## src/rtl/dco_bank.sv

```systemverilog
// dco_bank: bank of independent digitally controlled oscillators.
// Each channel divides clk_i by 2*H, where the half period H is retuned by
// load / increment / decrement requests, and reports lock once H has been
// left alone for LOCK_CNT rising output edges.
module dco_bank #(
  parameter int NUM_CH     = 2,
  parameter int PERIOD_W   = 16,
  parameter int STEP_W     = 8,
  parameter int MIN_HALF   = 2,
  parameter int MAX_HALF   = 1000,
  parameter int RESET_HALF = 10,
  parameter int LOCK_CNT   = 4
) (
  input  logic                         clk_i,
  input  logic                         rst_i,
  input  logic [NUM_CH-1:0]            en_i,
  input  logic [NUM_CH-1:0]            incr_i,
  input  logic [NUM_CH-1:0]            decr_i,
  input  logic [NUM_CH*STEP_W-1:0]     step_i,
  input  logic [NUM_CH-1:0]            load_i,
  input  logic [NUM_CH*PERIOD_W-1:0]   load_half_i,
  output logic [NUM_CH-1:0]            clk_o,
  output logic [NUM_CH-1:0]            tick_o,
  output logic [NUM_CH*PERIOD_W-1:0]   half_o,
  output logic [NUM_CH-1:0]            locked_o
);

  // Update arithmetic is done two bits wider and signed so that neither
  // H - step nor a full-scale load can wrap before saturation.
  localparam int AW = PERIOD_W + 2;
  localparam int LW = $clog2(LOCK_CNT + 1);

  localparam logic signed [AW-1:0]   MIN_S    = AW'(MIN_HALF);
  localparam logic signed [AW-1:0]   MAX_S    = AW'(MAX_HALF);
  localparam logic [PERIOD_W-1:0]    MIN_H    = PERIOD_W'(MIN_HALF);
  localparam logic [PERIOD_W-1:0]    MAX_H    = PERIOD_W'(MAX_HALF);
  localparam logic [PERIOD_W-1:0]    RST_H    = PERIOD_W'(RESET_HALF);
  localparam logic [LW-1:0]          LOCK_MAX = LW'(LOCK_CNT);

  // Saturate a wide signed candidate half period into [MIN_HALF, MAX_HALF].
  function automatic logic [PERIOD_W-1:0] sat_half(input logic signed [AW-1:0] v);
    if (v < MIN_S)      return MIN_H;
    else if (v > MAX_S) return MAX_H;
    else                return v[PERIOD_W-1:0];
  endfunction

  for (genvar n = 0; n < NUM_CH; n++) begin : g_ch
    logic [PERIOD_W-1:0]   r_half;
    logic [PERIOD_W-1:0]   r_cnt;
    logic                  r_clk;
    logic                  r_tick;
    logic [LW-1:0]         r_lock_cnt;
    logic                  r_locked;

    logic signed [AW-1:0]  w_half_s;
    logic signed [AW-1:0]  w_step_s;
    logic signed [AW-1:0]  w_load_s;
    logic [PERIOD_W-1:0]   w_half_nxt;
    logic                  w_adj;
    logic [PERIOD_W:0]     w_cnt_inc;
    logic                  w_fire;
    logic                  w_rise;
    logic [LW-1:0]         w_lock_inc;

    // Next half period: load beats a single-sided adjust; incr+decr cancel.
    always_comb begin
      w_half_s   = signed'({2'b00, r_half});
      w_step_s   = signed'({{(AW-STEP_W){1'b0}}, step_i[n*STEP_W +: STEP_W]});
      w_load_s   = signed'({2'b00, load_half_i[n*PERIOD_W +: PERIOD_W]});
      w_half_nxt = r_half;
      if (load_i[n]) begin
        w_half_nxt = sat_half(w_load_s);
      end else if (incr_i[n] ^ decr_i[n]) begin
        if (incr_i[n]) w_half_nxt = sat_half(w_half_s - w_step_s);
        else           w_half_nxt = sat_half(w_half_s + w_step_s);
      end
      // Only a real change of H counts as retuning; clamped or zero-step
      // requests leave the lock undisturbed.
      w_adj = (w_half_nxt != r_half);
    end

    // Toggle decision against the registered H; ">=" makes a shrink below
    // the running count fire immediately instead of wrapping.
    always_comb begin
      w_cnt_inc  = {1'b0, r_cnt} + 1'b1;
      w_fire     = (w_cnt_inc >= {1'b0, r_half});
      w_rise     = w_fire & ~r_clk;
      w_lock_inc = (r_lock_cnt == LOCK_MAX) ? LOCK_MAX : r_lock_cnt + 1'b1;
    end

    // Channel state: half period, divider counter, output clock and lock.
    always_ff @(posedge clk_i) begin
      if (rst_i) begin
        r_half     <= RST_H;
        r_cnt      <= '0;
        r_clk      <= 1'b0;
        r_tick     <= 1'b0;
        r_lock_cnt <= '0;
        r_locked   <= 1'b0;
      end else begin
        r_half <= w_half_nxt;
        if (!en_i[n]) begin
          r_cnt      <= '0;
          r_clk      <= 1'b0;
          r_tick     <= 1'b0;
          r_lock_cnt <= '0;
          r_locked   <= 1'b0;
        end else begin
          if (w_fire) begin
            r_clk  <= ~r_clk;
            r_tick <= 1'b1;
            r_cnt  <= '0;
          end else begin
            r_tick <= 1'b0;
            r_cnt  <= w_cnt_inc[PERIOD_W-1:0];
          end
          if (w_adj) begin
            r_lock_cnt <= '0;
            r_locked   <= 1'b0;
          end else if (w_rise) begin
            r_lock_cnt <= w_lock_inc;
            r_locked   <= (w_lock_inc == LOCK_MAX);
          end
        end
      end
    end

    assign clk_o[n]                        = r_clk;
    assign tick_o[n]                       = r_tick;
    assign half_o[n*PERIOD_W +: PERIOD_W]  = r_half;
    assign locked_o[n]                     = r_locked;
  end

endmodule
```

## config.mk

```make
export PLATFORM = sky130hd
export DESIGN_NAME = dco_bank
export DESIGN_NICKNAME = d
export VERILOG_FILES = /design/src/rtl/dco_bank.sv
export SDC_FILE = /design/constraint.sdc
export NUM_CORES = 1
export LEC_CHECK = 0
export BUFFER_PORTS_ARGS = -buffer_cell sky130_fd_sc_hd__buf_2
export CORE_MARGIN = 3
export CORE_UTILIZATION = 60
export CTS_CLUSTER_DIAMETER = 50
export DETAILED_ROUTE_END_ITERATION = 8
export PLACE_DENSITY_LB_ADDON = 0.08
export SLEW_MARGIN = 25
export SYNTH_ARGS = -nofsm -noshare
export SYNTH_HDL_FRONTEND = slang
export SYNTH_SLANG_ARGS = --single-unit
```

## constraint.sdc

```tcl
create_clock -name clk_i -period 4.83 [get_ports clk_i]
set_clock_uncertainty 0.05 [all_clocks]
set_input_delay 0.7245 -clock clk_i [delete_from_list [all_inputs] [get_ports clk_i]]
set_output_delay 0.7245 -clock clk_i [all_outputs]
set_load 0.02 [all_outputs]
```

# ---- Word level (Yosys, flattened, before mapping)
# Cells that the tools add are included.
dict set report classes {
  n_addsub 8
  n_lt_le_gt_ge 14
  n_eq_ne 6
  muxes 22
  bitwise_logic 8
  reduce_logical 6
}
# cell n
set op_table {}
lappend op_table {{$mux W16} 18}
lappend op_table {{$add A16 B1 Y17 const B} 2}
lappend op_table {{$add A16 B8 Y17} 2}
lappend op_table {{$ge A17 B16 Y1} 2}
lappend op_table {{$gt A17 B10 Y1 const B} 2}
lappend op_table {{$gt A17 B11 Y1 const B} 2}
lappend op_table {{$lt A17 B2 Y1 const B} 2}
lappend op_table {{$lt A17 B3 Y1 const B} 2}
lappend op_table {{$sub A16 B8 Y17} 2}
lappend op_table {{$gt A16 B10 Y1 const B} 2}
lappend op_table {{$lt A16 B2 Y1 const B} 2}
lappend op_table {{$ne A16 B16 Y1} 2}
lappend op_table {{$eq A3 B3 Y1 const B} 4}
lappend op_table {{$reduce_or A3 Y1} 4}
lappend op_table {{$add A3 B1 Y3 const B} 2}
lappend op_table {{$mux W3} 2}
lappend op_table {{$not A1 Y1} 4}
lappend op_table {{$reduce_or A2 Y1} 2}
lappend op_table {{$and A1 B1 Y1} 2}
lappend op_table {{$mux W1} 2}
lappend op_table {{$xor A1 B1 Y1} 2}
dict set report word_totals {
  regBits 76
  inputBits 58
  out_inout_bits 38
  wordCells 76
}

# ---- Logic depth before layout (Yosys ltp)
# Gate-level depths: netlist (run 1).
dict set report depth {
  ltp_word 9
  ltp_mapped 16
  mapped_depth_nobuf 15
}

# ---- Worst setup path before layout (run 1)
# Ideal clock, no wire load.
dict set report synth_timing {
  kind {input port to flip-flop}
  start {input port step_i[8]}
  end {register g_ch[1].r_lock_cnt[2]}
  setup_time_ns 0.087
  arrival_ns 3.670
  required_time_ns 4.693
  setup_slack_ns 1.023
  cell_stages 14
  n_path_buf 0
  cell_sequence {ha_1 -> inv_1 -> fa_1 -> nand3_1 -> a21oi_1 -> o41ai_1 -> o41ai_1 -> or3_1 -> a31oi_1 -> a32oi_1 -> xnor2_1 -> o31ai_1 -> nand4_1 -> nor4b_2}
}
dict set report synth_via {
  elab_chain_cells 9
  elab_cells_between_ends 15
  classes_between {add/sub: 2; order compare: 4; eq/ne: 1; mux: 7; reduce/logical: 1}
}
# item line_no
set synth_lines {}
lappend synth_lines {{start: declaration} 19} ;# input logic [NUM_CH*STEP_W-1:0] step_i,
lappend synth_lines {{$add A16 B8 Y17 or $sub A16 B8 Y17 (tied branches)} {75, 74}}
lappend synth_lines {{$gt A17 B10 Y1 or $gt A17 B11 Y1 (tied branches)} 43} ;# else if (v > MAX_S) return MAX_H;
lappend synth_lines {{$mux W16} 43}
lappend synth_lines {{$mux W16} 42} ;# if (v < MIN_S) return MIN_H;
lappend synth_lines {{$mux W16 *} 74} ;# if (incr_i[n]) w_half_nxt = sat_half(w_half_s - w_step_s);
lappend synth_lines {{$mux W16 *} 73} ;# end else if (incr_i[n] ^ decr_i[n]) begin
lappend synth_lines {{$mux W16 *} 71} ;# if (load_i[n]) begin
lappend synth_lines {{$ne A16 B16 Y1 *} 79} ;# w_adj = (w_half_nxt != r_half);
lappend synth_lines {{$reduce_or A3 Y1 (no source line) *} n/a}
lappend synth_lines {{end signal: assignment} 121} ;# r_lock_cnt <= w_lock_inc;
lappend synth_lines {{end: declaration} 52} ;# logic [LW-1:0] r_lock_cnt;
# Mark *: on every way between the ends. The rest lies on a longest branch, timed or not.
# A chain may end at the register's enable or synchronous reset.

# ---- Worst setup path after layout (run 1)
dict set report layout_timing {
  start {register g_ch[1].r_half[1]}
  end {register g_ch[1].r_lock_cnt[2]}
}
dict set report layout_via {
  elab_chain_cells 9
  elab_cells_between_ends 17
  classes_between {add/sub: 2; order compare: 5; eq/ne: 1; mux: 7; bitwise: 1; reduce/logical: 1}
}
# item line_no
set layout_lines {}
lappend layout_lines {{start: declaration} 48} ;# logic [PERIOD_W-1:0] r_half;
lappend layout_lines {{start signal: assignment} 101} ;# r_half <= w_half_nxt;
lappend layout_lines {{$add A16 B8 Y17 or $sub A16 B8 Y17 (tied branches)} {75, 74}}
lappend layout_lines {{$gt A17 B10 Y1 or $gt A17 B11 Y1 (tied branches)} 43}
lappend layout_lines {{$mux W16} 43}
lappend layout_lines {{$mux W16} 42}
lappend layout_lines {{$mux W16} 74}
lappend layout_lines {{$mux W16} 73}
lappend layout_lines {{$mux W16} 71}
lappend layout_lines {{$ne A16 B16 Y1} 79}
lappend layout_lines {{$reduce_or A3 Y1 (no source line)} n/a}
# Several ways; a longest one is shown, not always the timed one.

==> run metrics, run 1 <==
run status finished, final reports clean; Power Density 229 mW/mm^2; worst-margin pin slew 918 ps; Remaining DRCs 0; Final Core Density 0.690; peak supply drop 0.168 mV; XOR/XNOR Fraction of Synth Area 0.0663; share of the synthesized area in the top cell type 0.180; largest family of logic cells by synthesized area simple AND/OR/NAND/NOR gates; Critical Path RT 5020 ps; Arr. time, crit path 4510 ps; synthesized area 0.00845 sq mm; ys async rst share 0; Worst Path Buf+Inv 0; Flop pwr share 0.317; sequential cell area fraction in the yosys report 0.180; DP Area 0.00908 sq mm; post-DR wirelength/cell 18.5 um; CTS tree yes; Mapped Avg Cell Area 7.61 sq um; final period utilization 0.894; H-tree levels 3; Syn-to-layout area delta 10.3%; cell family with most CP delay compound AO/OA/AOI/OAI gates; filler instances 1233; CTS Buf Count 9; hold_buf cts 0; Worst Hold Class flop to flop; worst hold slack 401 ps; Synth area leaders dfxtp_1 (18%), ha_1 (10%), xnor2_1 (4.6%); share of cells above drive strength 1 0.149; Psw 0.823 mW; hold path cells 2; Ports 96; IO Port Bufs 95; worst-path fanout max 9; Setup CP Type flop to flop; core footprint 0.0135 sq mm; slowest stage cell, crit path dfxtp_1; MaxCap Viol Count 0; Gate power share 0.407; r2r setup slk 510 ps; Final Hold Fails 0; initial antenna violation count 0; Power Internal 1.31 mW; Antenna Nets Post-Route 0; Setup crit end g_ch[1].r_lock_cnt[2]; most common cell after layout, fill and taps aside buf_2; Worst path depth 12; Crit Reg-Reg Startpoint g_ch[1].r_half[1]; Max Fclk 232 MHz; routability congestion estimate 1.01; CP endpoint kind flop; most frequent cells in the layout buf_2 (95), nor2_1 (90), dfxtp_1 (76); Synth Flop Type dfxtp_1; CP Launch Point g_ch[1].r_half[1]; r2r endpoint g_ch[1].r_lock_cnt[2]; mux contribution to synthesized area 0.0144; Synth Area in Simple Gates 0.288; Post-synth EDFFs 0; CP peak stage delay 600 ps; Total GRT Usage 0.314; worst r2r path cells 12; clock-pin slew on the worst setup and hold paths 60 ps; # rows 42; CTS Buffer Depth 2; min cycle time layout 4320 ps; Leakage 4.13 nW; Antenna Cells 0; clk_lat worst skew 330 ps; CP cell instances ha_1 > nor2b_1 > o2111ai_1 > nand2_1 > o311ai_0 > nor3b_1 > a31oi_1 > a32oi_1 > xnor2_1 > o31ai_1 > nand4_1 > nor4b_2; clk sinks 76; DRT Wirelength 25300 um; die width 125 um; Synth area leader dfxtp_1; Setup crit start kind flop; Ys Warns 0; adder-cell share of the synthesized area 0.113; First-pass DRT Iterations 6; nets 1321; first-pass GRT wire length 41000 um; Synth cell types 97; Die H 125 um; RSZ-0062 raised after global routing no; Sw Share 0.386; final count of negative-setup-slack endpoints 0; post-CTS setup buffers 0; vias per inst 6.56; gr ovfl total 0; initial drt markers 952; number of global-route vias before repair 8306; post-CTS resize count 0; post-layout instance area 0.00932 sq mm; largest net degree at the start of global routing 37; Slew Limit Fails 0; Setup TNS 0 ps; Synth Register Bits 76; Root Buffer clkbuf_16; Initial Utilization 0.626; DP HPWL 19800 um; post-synthesis compound-gate area fraction 0.279; Die ar. 0.0155 sq mm; clock power share 0.276; Slew headroom 0.387; syn_nets 1242; Mapped Cells 1110; vias 8963
## area by class of cell
| class | instances | area, sq um | share of cell area |
|---|---|---|---|
| repair buffers | 115 | 626 | 0.0671 |
| clock inverters | 3 | 17.5 | 0.00188 |
| inverters | 74 | 278 | 0.0298 |
| clock buffers | 10 | 229 | 0.0246 |
| well taps | 176 | 220 | 0.0236 |
| flip-flops and latches | 76 | 1520 | 0.163 |
| multi-input cells | 913 | 6430 | 0.690 |
## how the worst min path moves through the flow
| stage | from | endpoint | slack (ps) |
|---|---|---|---|
| after floorplan | g_ch[1].r_cnt[0] | g_ch[1].r_cnt[0] | 380 |
| after global placement | g_ch[0].r_locked | g_ch[0].r_locked | 400 |
| after detailed placement | g_ch[0].r_locked | g_ch[0].r_locked | 400 |
| after CTS | g_ch[0].r_locked | g_ch[0].r_locked | 400 |
| after global routing | g_ch[0].r_locked | g_ch[0].r_locked | 450 |
| final | g_ch[0].r_locked | g_ch[0].r_locked | 400 |
## through the flow
step,worst slack (ps),std cells,power [mW]
2_1_floorplan,1020,1110,1.31
3_3_place_gp,337,1354,1.52
3_5_place_dp,297,1354,1.53
4_1_cts,643,1367,2.12
5_1_grt,219,1367,2.25
6_report,514,1367,2.13
## layer usage
metal	part of all wire	vias to the layer above	track usage	routed length, um
li1	-	4325	-	-
met1	0.42	4154	0.391	10500
met2	0.48	401	0.547	12100
met3	0.063	83	0.0386	1610
met4	0.045	0	0.126	1130
met5	0	-	0	0
## Yosys cell counts, types with 19 or more instances
library cell and count:
inv_1 73, xnor2_1 44, o211ai_1 20, nand2_1 70, clkbuf_1 28, nand2b_1 19, dfxtp_1 76, a21oi_1 75
and3_1 49, nor2_1 90, nand4_1 20, nand3_1 36, ha_1 70, nor2b_1 23, nor4_1 27, nor3_1 39
xor2_1 20, o21ai_0 35
## worst reg2reg max path, delay by kind of cell, from the launching register on
family	cells	cell delay (ps)
simple gates	5	1030
flops	1	600
compound gates	5	2050
xor+xnor	1	170
fa+ha+maj	1	340
## sequential cells by signal, summed over array words and instances (netlist names)
name	count
g_ch.r_cnt	32
g_ch.r_half	32
g_ch.r_lock_cnt	6
g_ch.r_clk	2
g_ch.r_locked	2
g_ch.r_tick	2
## power by group through the flow
stage / sequential, mW / combinational, mW / clock (mW)
global route: 0.677 / 0.952 / 0.618
floorplan: 0.692 / 0.614 / 0
finish: 0.676 / 0.869 / 0.589
global placement: 0.688 / 0.836 / 0
CTS: 0.674 / 0.849 / 0.596
detailed placement: 0.688 / 0.844 / 0
## logic make-up (layout without fill, tap and decap cells)
group,count (synthesis),after routing
and+or+nand+nor,448,448
adders and majority gates,74,74
buffers and inverters,121,202
xor gates and xnor gates,64,64
muxes,12,12
AOI/OAI and AO/OA,315,315
DFF,76,76
(Power assumes the default switching activity.)
==> run 2, diff against run 1 <==
PLACE_DENSITY_LB_ADDON = 0.2   (was 0.08)
==> run 2 against run 1 <==
  * Combinational power shrank 0.7%
  * Setup slack lost 44 ps
  * Wire length shrank 0.82%
  * Hold slack is essentially flat
  * Largest cell class unchanged
  * Critical path type unchanged
  * Clock power grew 8.5%
==> run metrics, run 2 (synthesis results as in run 1) <==
Root Buffer clkbuf_16; Worst Path Buf+Inv 0; Reg area 0.00152 sq mm; most frequent cells in the layout buf_2 (95), nor2_1 (90), dfxtp_1 (76); min cycle time layout 4360 ps; multi-input logic area 0.00643 sq mm; CTS Buf Count 9; DRT Wirelength 25100 um; Slew headroom 0.469; vias per inst 6.68; worst-path fanout max 9; CP cell instances ha_1 > nor2b_1 > o2111ai_1 > nand2_1 > o311ai_0 > nor3b_1 > a31oi_1 > a32oi_1 > xnor2_1 > o31ai_1 > nand4_1 > nor4b_2; Critical Path RT 5030 ps; clk_lat worst skew 340 ps; first-pass GRT wire length 40200 um; largest net degree at the start of global routing 37; clock-pin slew on the worst setup and hold paths 60 ps; hold path cells 2; Place WS 283 ps; hold_buf cts 0; Worst Hold Class flop to flop; post-DR wirelength/cell 18.4 um; share of cells above drive strength 1 0.146; worst r2r path cells 12; Flop pwr share 0.311; vias 9108; slowest stage cell, crit path dfxtp_1; number of global-route vias before repair 8307; First-pass DRT Iterations 6; Slew Limit Fails 0; Setup WS post-layout 470 ps; Design Power 2.18 mW; clock power share 0.293; worst-margin pin slew 797 ps; post-CTS setup buffers 0; Total GRT Usage 0.307; Die ar. 0.0155 sq mm; final count of negative-setup-slack endpoints 0; Cells after DPL 1350; Antenna Cells 0; CP endpoint kind flop; CTS tree yes; worst hold slack 401 ps; gr ovfl total 0; Max Fclk 229 MHz; cell family with most CP delay compound AO/OA/AOI/OAI gates; Initial Utilization 0.626; CP peak stage delay 610 ps; Die H 125 um; H-tree levels 3; Leakage 4.12 nW; Setup TNS 0 ps; MaxCap Viol Count 0; Arr. time, crit path 4560 ps; Gate power share 0.396; Ports 96; # rows 42; non-filler cells, final 1364; DP Area 0.00905 sq mm; initial antenna violation count 0; IO Port Bufs 95; CTS Buffer Depth 2; clk sinks 76; filler instances 1190; Worst path depth 12; Sw Share 0.375; peak supply drop 0.149 mV; nets 1317; Syn-to-layout area delta 10.3%; Psw 0.816 mW; routability congestion estimate 0.932; Remaining DRCs 0; initial drt markers 892; Setup CP Type flop to flop; most common cell after layout, fill and taps aside buf_2; core footprint 0.0135 sq mm; biggest regs g_ch.r_cnt (32), g_ch.r_half (32), g_ch.r_lock_cnt (6); Setup crit start kind flop; die width 125 um; final period utilization 0.903; DP HPWL 19400 um; post-CTS resize count 0; run status finished, final reports clean; Final Core Density 0.690; Antenna Nets Post-Route 0; Power Density 234 mW/mm^2; RSZ-0062 raised after global routing no; post-layout instance area 0.00932 sq mm; Final Hold Fails 0; Power Internal 1.36 mW
run 2: cell type report:
cell class	instances	area share
Sequential cell	76	0.163
Timing Repair Buffer	111	0.0639
Clock buffer	11	0.0250
Inverter	74	0.0298
Clock inverter	3	0.00430
Tap cell	176	0.0236
Multi-Input combinational cell	913	0.690
run 2: worst min-delay path, delay by kind of cell, from the launching register on:
kind | cells | cell delay, ps
DFF | 1 | 300
AOI/OAI and AO/OA | 1 | 50
and+or+nand+nor | 1 | 50
run 2: power by group through the flow:
stage	Sequential, mW	Clock (mW)	Combinational, mW
3_3_place_gp	0.688	0	0.827
5_1_grt	0.678	0.669	0.938
4_1_cts	0.675	0.645	0.843
6_report	0.677	0.639	0.863
3_5_place_dp	0.688	0	0.836
2_1_floorplan	0.692	0	0.614
run 2: path summary, 6_finish.rpt:
kind                startpoint  slack, ps                     to
max reg2reg  g_ch[1].r_half[1]        470  g_ch[1].r_lock_cnt[2]
min           g_ch[0].r_locked        400       g_ch[0].r_locked
min reg2reg   g_ch[0].r_locked        400       g_ch[0].r_locked
max          g_ch[1].r_half[1]        470  g_ch[1].r_lock_cnt[2]
run 2: per-layer routing:
metal | vias to the layer above | routed length [um] | part of all wire | track usage
li1 | 4333 | - | - | -
met1 | 4208 | 10100 | 0.40 | 0.372
met5 | - | 0 | 0 | 0
met2 | 466 | 11900 | 0.47 | 0.526
met4 | 0 | 1440 | 0.057 | 0.164
met3 | 101 | 1700 | 0.068 | 0.0412
==> run 3, diff against run 2 <==
CORE_UTILIZATION = 30   (was 60)
==> run 3 against run 2 <==
  * Wire length up 13%
  * Hold slack better by 2.7 ps
  * Sequential power about the same
  * Register-to-register slack better by 120 ps
  * Non-clock buffer count up 14
  * Highest routed layer unchanged
  * Final area up 4.3%
  * Largest cell class unchanged
==> run metrics, run 3 (synthesis results as in run 1) <==
gr ovfl total 0; non-filler cells, final 1576; clock-pin slew on the worst setup and hold paths 60 ps; H-tree levels 3; Max Fclk 230 MHz; final count of negative-setup-slack endpoints 0; Setup CP Type input pin to flop; First-pass DRT Iterations 5; CTS Buffer Depth 2; Total GRT Usage 0.184; Final Hold Fails 0; die width 174 um; post-CTS resize count 0; peak supply drop 0.148 mV; worst hold slack 404 ps; Die ar. 0.0302 sq mm; run status finished, final reports clean; initial drt markers 734; Critical Path RT 5050 ps; Worst Hold Class flop to flop; Root Buffer clkbuf_16; Syn-to-layout area delta 15.0%; vias per inst 5.59; worst-path fanout max 15; vias 8813; Die H 174 um; most common cell after layout, fill and taps aside buf_2; Leakage 4.21 nW; Ports 96; Slew headroom 0.438; clk_lat worst skew 350 ps; # rows 60; Remaining DRCs 0; CTS tree yes; filler instances 3005; Design Power 2.33 mW; nets 1331; routability congestion estimate 0.911; number of global-route vias before repair 8521; largest net degree at the start of global routing 37; IO Port Bufs 95; CP Launch Point step_i[3]; post-CTS setup buffers 0; post-DR wirelength/cell 18.1 um; DRT Wirelength 28500 um; Crit Reg-Reg Startpoint g_ch[0].r_half[4]; Cells after DPL 1560; DP HPWL 22700 um; Setup crit start kind input pin; Arr. time, crit path 4580 ps; Antenna Nets Post-Route 0; MaxCap Viol Count 0; CP endpoint kind flop; share of cells above drive strength 1 0.159; final period utilization 0.902; initial antenna violation count 0; RSZ-0062 raised after global routing no; Antenna Cells 0; Setup TNS 0 ps; clk sinks 76; Initial Utilization 0.309; min cycle time layout 4360 ps; biggest regs g_ch.r_cnt (32), g_ch.r_half (32), g_ch.r_lock_cnt (6); most frequent cells in the layout buf_2 (95), nor2_1 (90), dfxtp_1 (76); first-pass GRT wire length 45500 um; core footprint 0.0273 sq mm; Power Density 240 mW/mm^2; hold_buf cts 0; worst-margin pin slew 843 ps; hold wc startpoint g_ch[0].r_locked; CTS Buf Count 9; Slew Limit Fails 0
run 3: cell types whose count changed in the layout (fill, tap and decap cells not counted), sizes merged:
| cell | change |
|---|---|
| clkinv | +1 |
| buf | +14 |
| clkinvlp | +1 |
| inv | +1 |
| clkbuf | -2 |
| bufinv | +1 |
run 3: path summary, 6_finish.rpt:
path / endpoint / slack [ps] / cells after the start
worst max-delay path: g_ch[0].r_lock_cnt[1] / 470 / 14
worst min-delay path: g_ch[0].r_locked / 400 / 2
worst max register to register: g_ch[0].r_lock_cnt[1] / 590 / 12
worst min register to register: g_ch[0].r_locked / 400 / 2
run 3: worst max-delay path, stage by stage:
cell,delay [ps]
buf_2,90
inv_1,40
ha_1,570
nor2_1,110
a221oi_1,580
a211oi_1,260
o2111ai_1,250
mux2_2,450
nand3_4,130
a2bb2oi_1,300
o211ai_1,150
o41ai_2,380
nand3_1,280
a211oi_2,260
run 3: area by class of cell:
cell class / count / area [sq um] / share of cell area
Clock buffer: 9 / 225 / 0.0232
Inverter: 74 / 278 / 0.0286
Tap cell: 372 / 465 / 0.0479
Timing Repair Buffer: 125 / 701 / 0.0721
Sequential cell: 76 / 1520 / 0.157
Clock inverter: 7 / 98.8 / 0.0102
Multi-Input combinational cell: 913 / 6430 / 0.662
run 3: power by group:
group | total (mW) | leakage (nW) | internal (mW) | switching [mW]
clock | 0.757 | 0.156 | 0.456 | 0.302
sequential | 0.675 | 0.618 | 0.641 | 0.0341
combinational | 0.899 | 3.44 | 0.345 | 0.554
run 3: routing by layer:
layer / track usage / vias to the layer above / share of wire
li1: - / 4343 / -
met1: 0.233 / 4168 / 0.44
met2: 0.321 / 256 / 0.48
met3: 0.0313 / 46 / 0.049
met4: 0.0546 / 0 / 0.027
met5: 0 / - / 0
run 3: through the flow:
step	area, sq um	worst slack (ps)	util
5_1_grt	9720	144	0.356
3_3_place_gp	9400	175	0.344
4_1_cts	9720	510	0.356
3_5_place_dp	9400	162	0.344
2_1_floorplan	8450	1020	-
6_report	9720	473	0.356
